[src/rtl/lbus_pkg.sv]
// lbus_pkg: shared state encoding, bus widths and defaults for the local-bus arbiter.
// Latency: n/a (types and constants only).
// Backpressure: n/a.
package lbus_pkg;

   localparam int LBUS_AW          = 8;
   localparam int LBUS_DW          = 32;
   localparam int LBUS_TIMEOUT_DEF = 15;

   typedef enum logic [1:0] {
      IDLE  = 2'd0,
      ISSUE = 2'd1,
      WAIT  = 2'd2,
      DONE  = 2'd3
   } lbus_state_t;

   // One requester's transaction as seen by the sequencer.
   typedef struct packed {
      logic               we;
      logic [LBUS_AW-1:0] addr;
      logic [LBUS_DW-1:0] wdata;
   } lbus_txn_t;

endpackage

[src/rtl/lbus_rr_pick.sv]
// lbus_rr_pick: combinational round-robin picker, first set req bit at or above ptr, then wrap.
// Latency: purely combinational, zero cycles.
// Backpressure: none; the caller decides when the pick is consumed.
module lbus_rr_pick
   import lbus_pkg::*;
#(
   parameter int NREQ = 4
)
(
   input  logic [NREQ-1:0]         req,
   input  logic [$clog2(NREQ)-1:0] ptr,
   output logic [NREQ-1:0]         win_oh,
   output logic [$clog2(NREQ)-1:0] win_idx
);

   localparam int            PW     = $clog2(NREQ);
   localparam logic [PW:0]   NREQ_W = (PW+1)'(NREQ);

   logic [PW:0]   sum;
   logic [PW-1:0] j;

   // Scan offsets from farthest to nearest so the nearest requester at or after ptr wins.
   always_comb begin
      win_oh  = '0;
      win_idx = '0;
      sum     = '0;
      j       = '0;
      for (int off = NREQ - 1; off >= 0; off--) begin
         sum = {1'b0, ptr} + (PW+1)'(off);
         j   = (sum >= NREQ_W) ? PW'(sum - NREQ_W) : PW'(sum);
         if (req[j]) begin
            win_oh    = '0;
            win_oh[j] = 1'b1;
            win_idx   = j;
         end
      end
   end

endmodule

[src/rtl/lbus_arbiter.sv]
// lbus_arbiter: round-robin arbiter and single-transaction sequencer for the 8b/32b local register bus.
// Latency: gnt the edge req is seen, strobe next cycle, done no earlier than 4 cycles after req.
// Backpressure: masters hold req until done; the slave stalls by withholding Ready (LBUS_TIMEOUT_EN bounds the wait).
module lbus_arbiter
   import lbus_pkg::*;
#(
   parameter int NREQ    = 4,
   parameter int TIMEOUT = LBUS_TIMEOUT_DEF
)
(
   input  logic                    Cclk,
   input  logic                    Reset,
   input  logic [NREQ-1:0]         req,
   input  logic [NREQ-1:0]         req_we,
   input  logic [NREQ*LBUS_AW-1:0] req_addr,
   input  logic [NREQ*LBUS_DW-1:0] req_wdata,
   output logic [NREQ-1:0]         gnt,
   output logic [NREQ-1:0]         done,
   output logic                    err,
   output logic [LBUS_DW-1:0]      rdata,
   output logic [LBUS_AW-1:0]      Address,
   output logic [LBUS_DW-1:0]      DataOut,
   output logic                    Read,
   output logic                    Write,
   input  logic [LBUS_DW-1:0]      DataIn,
   input  logic                    Ready
);

   localparam int            PW       = $clog2(NREQ);
   localparam logic [PW-1:0] PTR_LAST = PW'(NREQ - 1);

   // Out-of-range configurations are rejected at elaboration.
   if (NREQ < 2 || NREQ > 8 || TIMEOUT < 1 || TIMEOUT > 255) begin : g_bad_cfg
      $error("lbus_arbiter: NREQ must be 2..8 and TIMEOUT 1..255");
   end

   lbus_state_t       state;
   logic [PW-1:0]     ptr;
   logic [PW-1:0]     cur_idx;
   logic              we_q;
   logic [NREQ-1:0]   win_oh;
   logic [PW-1:0]     win_idx;
   lbus_txn_t         sel;

   logic [LBUS_AW-1:0] slot_addr  [NREQ];
   logic [LBUS_DW-1:0] slot_wdata [NREQ];

`ifdef LBUS_TIMEOUT_EN
   localparam int            CW      = $clog2(TIMEOUT + 1);
   localparam logic [CW-1:0] TO_LAST = CW'(TIMEOUT - 1);
   logic [CW-1:0] tcnt;
`else
   assign err = 1'b0;
`endif

   // Unpack the per-requester address and data slices.
   for (genvar g = 0; g < NREQ; g++) begin : g_slot
      assign slot_addr[g]  = req_addr[g*LBUS_AW +: LBUS_AW];
      assign slot_wdata[g] = req_wdata[g*LBUS_DW +: LBUS_DW];
   end

   lbus_rr_pick #(
      .NREQ    (NREQ)
   ) u_pick (
      .req     (req),
      .ptr     (ptr),
      .win_oh  (win_oh),
      .win_idx (win_idx)
   );

   // Winner's transaction, muxed by the picker index.
   always_comb begin
      sel.we    = req_we[win_idx];
      sel.addr  = slot_addr[win_idx];
      sel.wdata = slot_wdata[win_idx];
   end

   // Sequencer: grant, one-cycle strobe, wait for Ready (or expiry), report done, advance ptr.
   always_ff @(posedge Cclk or posedge Reset) begin
      if (Reset) begin
         state   <= IDLE;
         ptr     <= '0;
         cur_idx <= '0;
         we_q    <= 1'b0;
         gnt     <= '0;
         done    <= '0;
         rdata   <= '0;
         Address <= '0;
         DataOut <= '0;
         Read    <= 1'b0;
         Write   <= 1'b0;
`ifdef LBUS_TIMEOUT_EN
         err     <= 1'b0;
         tcnt    <= '0;
`endif
      end else begin
         done <= '0;
         case (state)
            IDLE: begin
               // gnt from the previous transaction drops here unless a new one is granted.
               gnt <= win_oh;
               if (|req) begin
                  cur_idx <= win_idx;
                  we_q    <= sel.we;
                  Address <= sel.addr;
                  DataOut <= sel.wdata;
                  state   <= ISSUE;
               end
            end
            ISSUE: begin
               Read  <= ~we_q;
               Write <= we_q;
`ifdef LBUS_TIMEOUT_EN
               tcnt  <= '0;
`endif
               state <= WAIT;
            end
            WAIT: begin
               Read  <= 1'b0;
               Write <= 1'b0;
               if (Ready) begin
                  // Ready takes priority over an expiry landing on the same edge.
                  rdata <= we_q ? '0 : DataIn;
`ifdef LBUS_TIMEOUT_EN
                  err   <= 1'b0;
`endif
                  state <= DONE;
               end
`ifdef LBUS_TIMEOUT_EN
               else begin
                  tcnt <= tcnt + 1'b1;
                  if (tcnt == TO_LAST) begin
                     rdata <= '0;
                     err   <= 1'b1;
                     state <= DONE;
                  end
               end
`endif
            end
            DONE: begin
               done  <= gnt;
               ptr   <= (cur_idx == PTR_LAST) ? '0 : cur_idx + 1'b1;
               state <= IDLE;
            end
            default: state <= IDLE;
         endcase
      end
   end

endmodule

[config.mk]
export PLATFORM = sky130hd
export DESIGN_NAME = lbus_arbiter
export DESIGN_NICKNAME = d
export VERILOG_FILES = /design/src/rtl/lbus_pkg.sv /design/src/rtl/lbus_rr_pick.sv /design/src/rtl/lbus_arbiter.sv
export SDC_FILE = /design/constraint.sdc
export NUM_CORES = 1
export LEC_CHECK = 0
export BUFFER_PORTS_ARGS = -buffer_cell sky130_fd_sc_hd__buf_2
export CAP_MARGIN = 20
export CORE_MARGIN = 4
export CORE_UTILIZATION = 47
export CTS_CLUSTER_SIZE = 10
export DETAILED_ROUTE_END_ITERATION = 7
export PLACE_DENSITY = 0.82
export SETUP_SLACK_MARGIN = 0.15
export SYNTH_ARGS = -nofsm -noshare
export SYNTH_HDL_FRONTEND = slang
export SYNTH_SLANG_ARGS = --single-unit
export TNS_END_PERCENT = 1
[constraint.sdc]
create_clock -name Cclk -period 3.25 [get_ports Cclk]
set_clock_uncertainty 0.05 [all_clocks]
set_input_delay 0.1625 -clock Cclk [delete_from_list [all_inputs] [get_ports Cclk]]
set_output_delay 0.1625 -clock Cclk [all_outputs]
set_load 0.01 [all_outputs]
==> PnR_summary.wiki <==
{| class="wikitable"
! Metric !! Value
|-
| Shortest period the worst path allows || roughly 2.9 ns
|-
| Number of different library cells in the post-synthesis netlist || 44
|-
| Prevailing post-synth register cell || sky130_fd_sc_hd__dfrtp_1
|-
| Synthesized flop and latch total || 89
|-
| Post-synthesis net count || 750
|-
| Post-synthesis share of cell area spent on full adders, half adders and majority gates || under 10%
|-
| Final setup violation count || 0
|-
| Highest Clock Rate || between 300 and 400 MHz
|-
| Fraction of synthesized area in multiplexers || about a quarter
|-
| Share of flip-flops with an asynchronous set or reset after synthesis || between 90% and 100%
|-
| Boundary pin count || 286
|-
| # diodes || 0
|-
| Largest vdd supply drop || a little under 0.6 mV
|-
| Die footprint || 14,400 um2
|-
| GPL Wtd Cong || approximately 0.86
|-
| Die H || about 120 um
|-
| Post-detailed-routing wire length || ~18,000 um
|-
| Number of remaining DRC errors || 0
|-
| Avg Synthesized Cell Area || 11.0 um2
|-
| Number of post-CTS setup repair buffers || 0
|-
| Synth Cell Area || ~5900 um2
|-
| Starting density of the core || between 40% and 50%
|-
| Synth Area in Compound Gates || about a fifth
|-
| Worst slew pin tran || a little over 0.9 ns
|-
| Final cycle utilization of the critical path || roughly 88%
|-
| Via count of the first global-routing pass || 5,476
|-
| Crit path DAT || roughly 3 ns
|-
| Rel. slew slack || approximately 37%
|-
| Instance area after placement || between 7000 and 8000 um2
|-
| Leakage power of the design || a little under 4 nW
|-
| Startpoint class of the critical path || flip-flop
|-
| Slack of the worst reg-to-reg path || 0.39 ns
|-
| Number of nets with antenna violations after routing || 0
|-
| Final-stage net count || 1,015
|-
| Fraction of final layout cells with drive strength greater than 1 || 45.9%
|-
| Count of warnings emitted by yosys || 0
|-
| Post-synthesis sequential area ratio || between 30% and 40%
|-
| Horizontal die dimension || ~120 um
|-
| Startpoint-to-endpoint class of the critical path || reg -> reg
|-
| WL/cell || approximately 18 um
|-
| Fin. Hold Viols || 0
|-
| Total via count after detailed routing || 5,371
|-
| Status || finished, final reports clean
|-
| EDFF count, synth || 0
|-
| Clk Tree Root Cell || sky130_fd_sc_hd__clkbuf_16
|-
| Number of max-cap violations || 0
|-
| List of most frequent post-synthesis cells || sky130_fd_sc_hd__dfrtp_1 (89), sky130_fd_sc_hd__mux2i_1 (82), sky130_fd_sc_hd__o22ai_1 (41)
|-
| Global-route wire length before repair || roughly 28,000 um
|-
| CTS tree || yes
|-
| Area contributors post-synth || sky130_fd_sc_hd__dfrtp_1 (38%), sky130_fd_sc_hd__mux2i_1 (14%), sky130_fd_sc_hd__a221oi_2 (9.7%)
|-
| Most area-hungry cell type in the Yosys netlist || sky130_fd_sc_hd__dfrtp_1
|-
| Post-Synthesis Cells || 535
|-
| Required @ worst endpoint || about 3.4 ns
|-
| Final count of pins violating max slew || 0
|-
| Total routing resource utilization after global routing || ~24%
|-
| Worst-Skew Late Latency || 0.33 ns
|-
| Clock-pin slew reported for the worst setup and hold paths after clock tree synthesis || 0.07 ns
|-
| Final TNS setup || 0 ns
|-
| Post-Synth XOR/XNOR Area || 0%
|-
| Top-count cell post-synth || sky130_fd_sc_hd__dfrtp_1
|-
| Post-synthesis to final-layout area growth || 30.6%
|-
| Std cell rows || 40
|-
| Kind of path behind the tightest hold check || in -> reg
|-
| Utilization after layout || a little over three fifths
|-
| CTS HTree Levels || 3
|-
| Design Area, Final || just under 8000 um2
|-
| Crit path max fanout || 29
|-
| Drt initial violations || around 300
|-
| Unrepaired setup endpoints after global routing || false
|-
| Overall power after layout || 7.72 mW
|-
| Area share of the largest cell type after synthesis || between 30% and 40%
|-
| Pin count of the biggest net entering global routing || 90
|-
| Sum of overflow across all layers after global routing || 0
|-
| Router iterations before antenna repair || 4
|-
| Avg Vias per Cell || between 5 and 6
|-
| TritonCTS Buffers || 9
|-
| Initial antenna violation count || 0
|-
| Buffers added on ports || approximately 280
|-
| Power density of the placed cells || between 1000 and 1500 nW/um2
|-
| Clk sinks || between 80 and 90
|-
| Dominant combinational cell family by area after synthesis || multiplexers
|-
| Longest Clk Path Bufs || 2
|-
| Simple-gate area share of the yosys netlist || approximately a tenth
|-
| CP endpoint kind || flip-flop
|-
| HPWL after detailed placement || 13,500 um
|-
| Placeable Area || around 12,000 um2
|}
worst max-delay path, cell delays in order, from the launching register on:
cell and delay, ns:
sky130_fd_sc_hd__dfrtp_1 0.36, sky130_fd_sc_hd__inv_2 0.08, sky130_fd_sc_hd__ha_1 0.37, sky130_fd_sc_hd__mux4_2 0.52, sky130_fd_sc_hd__nor2b_4 0.17, sky130_fd_sc_hd__o21ai_1 0.16
sky130_fd_sc_hd__and2_4 0.34, sky130_fd_sc_hd__buf_12 0.27, sky130_fd_sc_hd__mux2i_1 0.27, sky130_fd_sc_hd__a221oi_2 0.08
logic make-up (layout without fill, tap and decap cells):
family,after synthesis,count (layout)
buffers and inverters,55,324
adders and majority gates,12,12
other,1,1
DFF,89,89
AOI/OAI and AO/OA,144,144
and+or+nand+nor,106,106
muxes,128,128
through the flow:
stage | instances | worst slack (ns) | hold slack [ns]
after floorplan | 535 | 0.412 | 0.261
after global placement | 956 | 0.524 | 0.264
after detailed placement | 956 | 0.392 | 0.269
after CTS | 972 | 0.388 | 0.0157
after global routing | 972 | 0.266 | 0.0209
final | 972 | 0.391 | 0.0310
cells in the final DEF, fill, tap and decap left out, types with 2 or more instances in the layout:
cell type and count:
sky130_fd_sc_hd__buf_2 284, sky130_fd_sc_hd__dfrtp_1 89, sky130_fd_sc_hd__mux2i_1 82, sky130_fd_sc_hd__o22ai_1 41, sky130_fd_sc_hd__mux2_1 40, sky130_fd_sc_hd__nand2_1 38, sky130_fd_sc_hd__a221oi_2 38, sky130_fd_sc_hd__o21ai_0 36
sky130_fd_sc_hd__nand2b_1 32, sky130_fd_sc_hd__ha_1 12, sky130_fd_sc_hd__a21oi_1 11, sky130_fd_sc_hd__buf_4 10, sky130_fd_sc_hd__clkbuf_16 9, sky130_fd_sc_hd__nor2_1 8, sky130_fd_sc_hd__nor2b_1 7, sky130_fd_sc_hd__inv_1 7
sky130_fd_sc_hd__a221oi_1 6, sky130_fd_sc_hd__nor3_1 5, sky130_fd_sc_hd__buf_12 5, sky130_fd_sc_hd__mux4_2 4, sky130_fd_sc_hd__and2_1 4, sky130_fd_sc_hd__nor2b_4 3, sky130_fd_sc_hd__clkinv_2 3, sky130_fd_sc_hd__mux2_2 2
sky130_fd_sc_hd__nor2_4 2, sky130_fd_sc_hd__o21bai_1 2, sky130_fd_sc_hd__nand3_1 2, sky130_fd_sc_hd__clkbuf_1 2
sequential cells by signal, summed over array words and instances, names as in the netlist:
| register | flops |
|---|---|
| ptr | 2 |
| done | 4 |
| rdata | 32 |
| Address | 8 |
| Write | 1 |
| we_q | 1 |
| state | 2 |
| Read | 1 |
| DataOut | 32 |
| gnt | 4 |
| cur_idx | 2 |
what timing repair did:
item,CTS,global route
hold endpoints to repair,89,0
hold buffers,1,0
endpoints found under the setup margin,0,0
resized for setup,0,0
metal layers:
metal	track usage, %	share of wire [%]	vias to the layer above
met5	0	0	-
met4	8.38	2.1	0
met3	6.64	9.5	28
met2	41.9	50	242
met1	28.7	39	2564
li1	-	-	2537
worst paths after layout:
path / from / cells past startpoint / to
worst max-delay path: ptr[0]$_DFFE_PP0N_ / 9 / DataOut[12]$_DFFE_PP0P_
min in group asynchronous: Reset / 4 / ptr[0]$_DFFE_PP0N_
worst max register to register: ptr[0]$_DFFE_PP0N_ / 9 / DataOut[12]$_DFFE_PP0P_
max in group asynchronous: Reset / 4 / Address[3]$_DFFE_PP0P_
worst min register to register: rdata[23]$_DFFE_PP0P_ / 2 / rdata[23]$_DFFE_PP0P_
worst min-delay path: DataIn[3] / 3 / rdata[3]$_DFFE_PP0P_
layout make-up:
cell class	count	area, um2
sequential	89	2230
fill	1052	4470
inverter	9	35.0
tap	168	210
timing repair buffer	300	1610
multi-input combinational	391	3350
clock buffer	12	246
clock inverter	3	17.5
power breakdown:
group | switching [mW] | leakage [nW] | total [mW] | internal, mW
combinational | 2.60 | 2.71 | 4.81 | 2.21
sequential | 0.317 | 1.07 | 1.96 | 1.64
clock | 0.419 | 0.128 | 0.953 | 0.533
Note: power is estimated with default switching activity, not from simulation.
